### src/rtl/regfile_wb_queue.sv
// Write-back queue: two-input in-order FIFO feeding the register file port.
// Optional forwarding lookup enabled by defining WB_FORWARD_EN.
module regfile_wb_queue #(
  parameter int XLEN  = 64,
  parameter int DEPTH = 4
) (
  input  logic                       clk,
  input  logic                       reset,
  input  logic                       mem_valid,
  input  logic [4:0]                 mem_rd,
  input  logic [XLEN-1:0]            mem_data,
  output logic                       mem_ready,
  input  logic                       alu_valid,
  input  logic [4:0]                 alu_rd,
  input  logic [XLEN-1:0]            alu_data,
  output logic                       alu_ready,
  output logic                       wr_en,
  output logic [4:0]                 wr_rd,
  output logic [XLEN-1:0]            wr_data,
  input  logic [4:0]                 fwd_rs,
  output logic                       fwd_hit,
  output logic [XLEN-1:0]            fwd_data,
  output logic [$clog2(DEPTH+1)-1:0] count
);

  localparam int PW = (DEPTH > 1) ? $clog2(DEPTH) : 1;
  localparam int CW = $clog2(DEPTH + 1);

  localparam logic [CW-1:0] C_M1 = CW'(DEPTH - 1);
  localparam logic [CW-1:0] C_M2 = CW'(DEPTH - 2);

  logic [4:0]      r_rd   [DEPTH];
  logic [XLEN-1:0] r_data [DEPTH];
  logic [PW-1:0]   r_head;
  logic [PW-1:0]   r_tail;
  logic [CW-1:0]   r_count;
  logic            r_wr_en;
  logic [4:0]      r_wr_rd;
  logic [XLEN-1:0] r_wr_data;

  logic            w_mem_ready;
  logic            w_alu_ready;
  logic            w_mem_enq;
  logic            w_alu_enq;
  logic            w_pop;
  logic [PW-1:0]   w_alu_slot;
  logic [CW-1:0]   w_count_nxt;
  logic            w_fwd_hit;
  logic [XLEN-1:0] w_fwd_data;

  function automatic logic [PW-1:0] wrap_add(
    input logic [PW-1:0] a,
    input int unsigned   b
  );
    int unsigned s;
    s = (32'(a) + b) % DEPTH;
    return PW'(s);
  endfunction

  // Readiness looks only at the registered count, never at this cycle's pop.
  assign w_mem_ready = (r_count <= C_M1);
  assign w_alu_ready = (r_count <= C_M2) ||
                       ((r_count == C_M1) && !mem_valid);

  assign w_mem_enq = mem_valid && w_mem_ready && (mem_rd != 5'd0);
  assign w_alu_enq = alu_valid && w_alu_ready && (alu_rd != 5'd0);
  assign w_pop     = (r_count != '0);

  assign w_alu_slot  = wrap_add(r_tail, 32'(w_mem_enq));
  assign w_count_nxt = r_count + CW'(w_mem_enq) + CW'(w_alu_enq)
                     - CW'(w_pop);

  always_ff @(posedge clk) begin
    if (reset) begin
      r_head    <= '0;
      r_tail    <= '0;
      r_count   <= '0;
      r_wr_en   <= 1'b0;
      r_wr_rd   <= '0;
      r_wr_data <= '0;
    end else begin
      r_head  <= wrap_add(r_head, 32'(w_pop));
      r_tail  <= wrap_add(r_tail, 32'(w_mem_enq) + 32'(w_alu_enq));
      r_count <= w_count_nxt;
      if (w_pop) begin
        r_wr_en   <= 1'b1;
        r_wr_rd   <= r_rd[r_head];
        r_wr_data <= r_data[r_head];
      end else begin
        r_wr_en   <= 1'b0;
      end
    end
  end

  // Entry storage is never cleared; pointers and count define validity.
  always_ff @(posedge clk) begin
    if (w_mem_enq) begin
      r_rd[r_tail]   <= mem_rd;
      r_data[r_tail] <= mem_data;
    end
    if (w_alu_enq) begin
      r_rd[w_alu_slot]   <= alu_rd;
      r_data[w_alu_slot] <= alu_data;
    end
  end

`ifdef WB_FORWARD_EN
  always_comb begin
    w_fwd_hit  = 1'b0;
    w_fwd_data = '0;
    // Oldest to youngest, so the last match wins.
    for (int k = 0; k < DEPTH; k++) begin
      if ((CW'(k) < r_count) &&
          (r_rd[wrap_add(r_head, 32'(k))] == fwd_rs)) begin
        w_fwd_hit  = 1'b1;
        w_fwd_data = r_data[wrap_add(r_head, 32'(k))];
      end
    end
    if (!w_fwd_hit && r_wr_en && (r_wr_rd == fwd_rs)) begin
      w_fwd_hit  = 1'b1;
      w_fwd_data = r_wr_data;
    end
    if (fwd_rs == 5'd0) begin
      w_fwd_hit  = 1'b0;
      w_fwd_data = '0;
    end
  end
`else
  logic w_unused_fwd;
  assign w_unused_fwd = ^fwd_rs;
  assign w_fwd_hit    = 1'b0;
  assign w_fwd_data   = '0;
`endif

  assign mem_ready = w_mem_ready;
  assign alu_ready = w_alu_ready;
  assign wr_en     = r_wr_en;
  assign wr_rd     = r_wr_rd;
  assign wr_data   = r_wr_data;
  assign fwd_hit   = w_fwd_hit;
  assign fwd_data  = w_fwd_data;
  assign count     = r_count;

endmodule

### config.mk
export PLATFORM = sky130hd
export DESIGN_NAME = regfile_wb_queue
export DESIGN_NICKNAME = d
export VERILOG_FILES = /design/src/rtl/regfile_wb_queue.sv
export SDC_FILE = /design/constraint.sdc
export NUM_CORES = 1
export LEC_CHECK = 0
export BUFFER_PORTS_ARGS = -buffer_cell sky130_fd_sc_hd__clkbuf_2
export CORE_MARGIN = 4
export CORE_UTILIZATION = 25
export CTS_CLUSTER_SIZE = 16
export DETAILED_ROUTE_END_ITERATION = 6
export PLACE_DENSITY = 0.5
export SLEW_MARGIN = 20
export SYNTH_ARGS = -nofsm -noshare
export SYNTH_HDL_FRONTEND = slang
export SYNTH_SLANG_ARGS = --single-unit
### constraint.sdc
create_clock -name clk -period 8.8 [get_ports clk]
set_input_delay 0.88 -clock clk [delete_from_list [all_inputs] [get_ports clk]]
set_output_delay 0.88 -clock clk [all_outputs]
set_load 0.01 [all_outputs]
==> flow_summary.yaml, run 1 <==
min_path:
  worstHoldPathCells: 2
  hp-class: "reg -> reg"
  hold_path_startpoint: "wr_data[48]"
  hold_end: "wr_data[48]"
synth:
  synth_adder_area_share: 0.00741
  yosysWarningCount: 0
  synth_enable_flop_cells: 276
  synthArstFlopShare: 0
  synth_seq_area_share: 0.594
  netlist_instances: 1089
  synth_top_family_by_area: "multiplexers"
  syn_area_mm2: 0.0165
  synth_top_area_cell: "edfxtp_1"
  yosys.area_share.simple: 0.0395
  synth_compound_area_frac: 0.0245
  synth_commonest_cells: "edfxtp_1 (276), mux2_2 (245), nand2_1 (142)"
  synth_top_area_frac: 0.501
  post_synth_xor_area_fraction: 0.00212
  yosysUniqueCellTypes: 31
  syn_avg_cell_area_um2: 15.2
  yosysMostFrequentCell: "edfxtp_1"
  netlist_top_cells_area: "edfxtp_1 (50%), mux2_2 (17%), mux4_2 (9.4%)"
  synth-seq-cells: 353
  synthMuxAreaShare: 0.282
  synth_flop_cell: "edfxtp_1"
grt:
  grt_max_degree: 47
  grt_pass1_vias: 10372
  grt.total_usage: 0.130
  grt_pass1_wl_mm: 69.1
  antenna_found_initial: 9
  grt.overflow.total: 0
  met3_usage: 0.0371
  grt_use_met2: 0.211
  grtUsageMet1: 0.175
  grt.busiest_layer: "met2"
critical_path:
  cp_max_fo: 46
  r2r_slack_ns: 3.94
  r2r_end: "r_data[3][27]"
  worstSetupPathType: "reg -> reg"
  required_ns: 8.97
  r2r-start: "count[2]"
  critPathCaptureType: "register"
  rr_worst_depth: 12
  start_kind: "register"
  critPathArrivalTime_ns: 5.03
floorplan:
  die_y_um: 265
  start_util: 0.252
  num_rows: 94
  die_w_um: 265
  boundaryPins: 287
  dieArea_mm2: 0.0704
  core_area_mm2: 0.0656
clock_network:
  cts_tree: "built"
  cts-buffers-inserted: 43
  cts_resized: 0
  max-clock-path-buffers: 3
  clkTransAtPathRegs_ns: 0.06
  post_cts_buffers: 0
  cts_num_sinks: 353
  htree_num_levels: 2
  clk_latency_ns: 0.55
  hold_buffers: 0
  cts_root_buf: "clkbuf_16"
sta:
  min_period_ns: 4.86
  tns_ns: 0
  finalSetupViolations: 0
  period_share: 0.552
  fin_skew_ns: 0.0167
  fmax_ghz: 0.206
  worstMarginPinSlew_ns: 1.02
  hold_viol_final: 0
  slew_violations: 0
  holdWs_ns: 0.447
  rsz0062_at_grt: "false"
  slew_headroom: 0.318
layout:
  stdcell_count: 2203
  area_delta_synth_final_pct: 19.7
  drive_gt1_frac: 0.470
  fin_nets: 1460
  fillers: 6636
drt:
  wl_mm: 46.3
  vias: 9817
  post-route-drc-count: 0
  avgRoutedWirePerCell_um: 21.0
  dr.pass1.iters: 5
  antenna_left: 0
  via_per_inst: 4.46
  drt_iter0_drc: 539
power:
  worst_ir_drop_vdd_v: 0.000318
  netSwitchingFraction: 0.344
  p_leak_nw: 7.01
  p_per_area_mw_per_mm2: 357
  combPwrFrac: 0.354
  switching_power_mw: 2.44
  p_clk_frac: 0.245
  finalPower_mw: 7.08
  seqPwrFrac: 0.401
  intPower_mw: 4.64
place:
  dp_hpwl_mm: 27.3
  dp_cells: 2124
  numPortBuffers: 216
  gp_congestion: 0.685
flow_run:
  drv_cap: 0
status:
  status: "finished clean"
## cells in the final DEF, fill, tap and decap left out, drive strengths merged
master  instances
nor4b           2
a31oi           2
ha              5
o32ai           1
inv             9
dfxtp          77
o211ai          1
mux2          276
or4             2
or2             1
buf            24
conb           65
clkinv         17
xnor2           3
mux4           69
a21oi          69
nor2b           3
diode           1
xor2            1
bufinv          2
nor2            6
nor3            2
nor4            1
edfxtp        276
fa              3
o21bai          3
nand2         142
o21ai           1
clkbuf        275
## logic make-up after synthesis
logic type	count (synthesis)
AOI/OAI and AO/OA	77
and+or+nand+nor	159
buffers and inverters	142
muxes	345
adders and majority gates	8
xor gates and xnor gates	4
other	1
DFF	353
## routing by layer
metal / wire [um] / up-vias
met2: 21800 / 295
met1: 20300 / 4993
met3: 3270 / 71
li1: - / 4444
met5: 88 / -
met4: 790 / 14
## metrics by stage
stage	worst slack (ns)	util	cell area [um^2]
detailed placement	3.44	0.281	18400
global placement	3.49	0.281	18400
floorplan	1.76	-	16800
global route	3.70	0.302	19800
CTS	3.89	0.302	19800
finish	3.94	0.302	19800
## layout make-up
| cell class | count | area [um^2] | share of cell area |
|---|---|---|---|
| timing repair buffer | 239 | 1260 | 0.0634 |
| clock buffer | 60 | 1230 | 0.0622 |
| antenna | 1 | 2.50 | 0.000126 |
| multi-input combinational | 658 | 6210 | 0.314 |
| tap | 864 | 1080 | 0.0546 |
| inverter | 10 | 38.8 | 0.00196 |
| sequential | 353 | 9840 | 0.497 |
| clock inverter | 18 | 140 | 0.00708 |
## how the worst max path moves through the flow
stage	startpoint	to	slack, ns	depth (start not counted)
final	count[2]	r_data[3][27]	3.94	12
after global routing	count[2]	r_data[3][3]	3.70	12
after CTS	count[2]	r_data[3][19]	3.89	12
after detailed placement	mem_rd[1]	r_data[3][19]	3.44	11
after global placement	mem_rd[1]	r_data[3][28]	3.49	11
after floorplan	count[2]	r_data[1][0]	1.76	5
## power groups by stage
stage | sequential (mW) | clock [mW] | combinational [mW]
after detailed placement | 2.88 | 0 | 2.60
after floorplan | 2.89 | 0 | 1.62
final | 2.84 | 1.73 | 2.51
after CTS | 2.85 | 1.80 | 2.61
after global routing | 2.90 | 1.88 | 2.74
after global placement | 2.86 | 0 | 2.58
## critical path, stage by stage (launching register included)
cell      delay (ns)
dfxtp_1         0.45
inv_1           0.12
ha_1            0.19
a31oi_1         0.47
o211ai_1        0.20
buf_4           0.23
inv_1           0.10
ha_1            0.16
xnor2_1         0.20
nor4b_4         0.26
buf_4           0.63
o21bai_4        0.55
buf_4           0.75
## flip-flops by register name, indices dropped and copies added (netlist names)
| register | flops |
|---|---|
| r_tail | 2 |
| r_rd | 20 |
| count | 3 |
| wr_rd | 5 |
| r_data | 256 |
| r_head | 2 |
| wr_data | 64 |
| wr_en | 1 |
No activity file was read; power rests on OpenSTA's default activity.
==> run 2, diff against run 1 <==
--- a/config.mk
+++ b/config.mk
@@ -10,7 +10,7 @@
 export CORE_UTILIZATION = 25
 export CTS_CLUSTER_SIZE = 16
 export DETAILED_ROUTE_END_ITERATION = 6
-export PLACE_DENSITY = 0.5
+export PLACE_DENSITY = 0.51
 export SLEW_MARGIN = 20
 export SYNTH_ARGS = -nofsm -noshare
 export SYNTH_HDL_FRONTEND = slang
==> constraint.sdc (replaced) <==
create_clock -name clk -period 3.9 [get_ports clk]
set_input_delay 0.39 -clock clk [delete_from_list [all_inputs] [get_ports clk]]
set_output_delay 0.39 -clock clk [all_outputs]
set_load 0.01 [all_outputs]
==> run 2 against run 1 <==
- total power rose by 130%
- via count fell by 0.51%
- highest routed layer unchanged
- critical endpoint is now r_data[0][56]
- clock power rose by 130%
- critical path depth fell by 3
- sequential power rose by 120%
==> flow_summary.yaml, run 2 (same netlist as run 1, synthesis figures left out) <==
status:
  status: "finished clean"
critical_path:
  critPathCaptureType: "register"
  r2r_slack_ns: 0.41
  cpLargestDelayFamily: "simple AND/OR/NAND/NOR gates"
  critical-path-max-stage-delay_ns: 0.76
  cpMaxStageDelayCell: "nor4b_4"
  cp_max_fo: 13
  required_ns: 4.19
  worstSetupPathType: "reg -> reg"
  cp-startpoint: "count[2]"
  critPathArrivalTime_ns: 3.79
  crit_chain: "inv_1 -> ha_1 -> a31oi_1 -> o211ai_1 -> inv_1 -> ha_1 -> nor4b_4 -> buf_4 -> mux2_2"
  r2r-start: "count[2]"
  critical_path_buf_inv_count: 3
  start_kind: "register"
drt:
  topRoutingLayerUsed: "met5"
  vias: 9767
  wl_met3_mm: 2.84
  post-route-drc-count: 0
  dr.pass1.iters: 5
  wl_met2_mm: 22.2
  wl_mm: 46.0
  antenna_left: 0
  drt_iter0_drc: 571
  drt-met1-wl_mm: 20.2
  via_per_inst: 4.41
  avgRoutedWirePerCell_um: 20.8
grt:
  grt.overflow.total: 0
  grt_pass1_vias: 10357
  antenna_found_initial: 6
  grt_pass1_wl_mm: 67.9
  grt_max_degree: 71
  grt.total_usage: 0.127
place:
  numPortBuffers: 216
  gp_congestion: 0.691
  dp_hpwl_mm: 27.3
power:
  p_per_area_mw_per_mm2: 807
  worst_ir_drop_vdd_v: 0.000449
  p_leak_nw: 7.10
min_path:
  hp-class: "in -> reg"
  hold_path_startpoint: "mem_data[7]"
floorplan:
  dieArea_mm2: 0.0704
  boundaryPins: 287
  die_w_um: 265
  start_util: 0.252
  core_area_mm2: 0.0656
  num_rows: 94
  die_y_um: 265
clock_network:
  cts_root_buf: "clkbuf_16"
  cts_tree: "built"
  cts-buffers-inserted: 43
  post_cts_buffers: 0
  cts_num_sinks: 353
  clkTransAtPathRegs_ns: 0.06
  max-clock-path-buffers: 3
  htree_num_levels: 2
  cts_resized: 0
  clk_latency_ns: 0.56
  hold_buffers: 0
sta:
  slew_violations: 0
  worstMarginPinSlew_ns: 1.09
  min_period_ns: 3.49
  finalSetupViolations: 0
  fin_skew_ns: 0.0229
  hold_viol_final: 0
  rsz0062_at_grt: "false"
  holdWs_ns: 0.160
  slew_headroom: 0.276
  tns_ns: 0
  period_share: 0.895
  fmax_ghz: 0.286
layout:
  top_register: "r_data"
  fin_nets: 1469
  mostFrequentLayoutCell: "edfxtp_1"
  area_delta_synth_final_pct: 21.4
  drive_gt1_frac: 0.473
  final_util: 0.306
  mostFrequentLayoutCells: "edfxtp_1 (276), mux2_2 (245), clkbuf_2 (215)"
  largest_reg_flops: 256
flow_run:
  drv_cap: 0
[run 2: stage by stage]
stage	cells	area [um^2]	worst slack (ns)	total power, mW
finish	2214	20100	0.409	16.2
global route	2213	20100	0.191	17.2
CTS	2213	20100	0.305	16.6
detailed placement	2133	18700	0.317	12.5
global placement	2133	18700	0.293	12.5
floorplan	1153	16800	-1.11	10.1
[run 2: power by group]
part           internal, mW  leakage (nW)  switching, mW  total (mW)
Clock                  2.28         0.667           1.64        3.92
Combinational          2.60          3.25           3.30        5.90
Sequential             5.77          3.19          0.619        6.39
[run 2: final timing paths]
kind,end,cells past startpoint
min,r_data[2][7],2
max,r_data[0][56],9
min reg2reg,wr_data[55],2
max reg2reg,r_data[0][56],9
[run 2: worst reg2reg max path, stage by stage (launching register included)]
cell,delay (ns)
dfxtp_1,0.38
inv_1,0.10
ha_1,0.19
a31oi_1,0.41
o211ai_1,0.19
inv_1,0.13
ha_1,0.32
nor4b_4,0.76
buf_4,0.38
mux2_2,0.38
[run 2: layout make-up]
class	count	area [um^2]
Sequential cell	353	9840
Multi-Input combinational cell	658	6210
Clock buffer	63	1240
Tap cell	864	1080
Inverter	10	38.8
Antenna cell	1	2.50
Clock inverter	17	130
Timing Repair Buffer	248	1540
Fill cell	6522	45500
[run 2: routing by layer]
metal,vias up,global-route usage
li1,4464,-
met1,4958,0.167
met5,-,0
met4,8,0.0283
met3,69,0.0327
met2,268,0.214
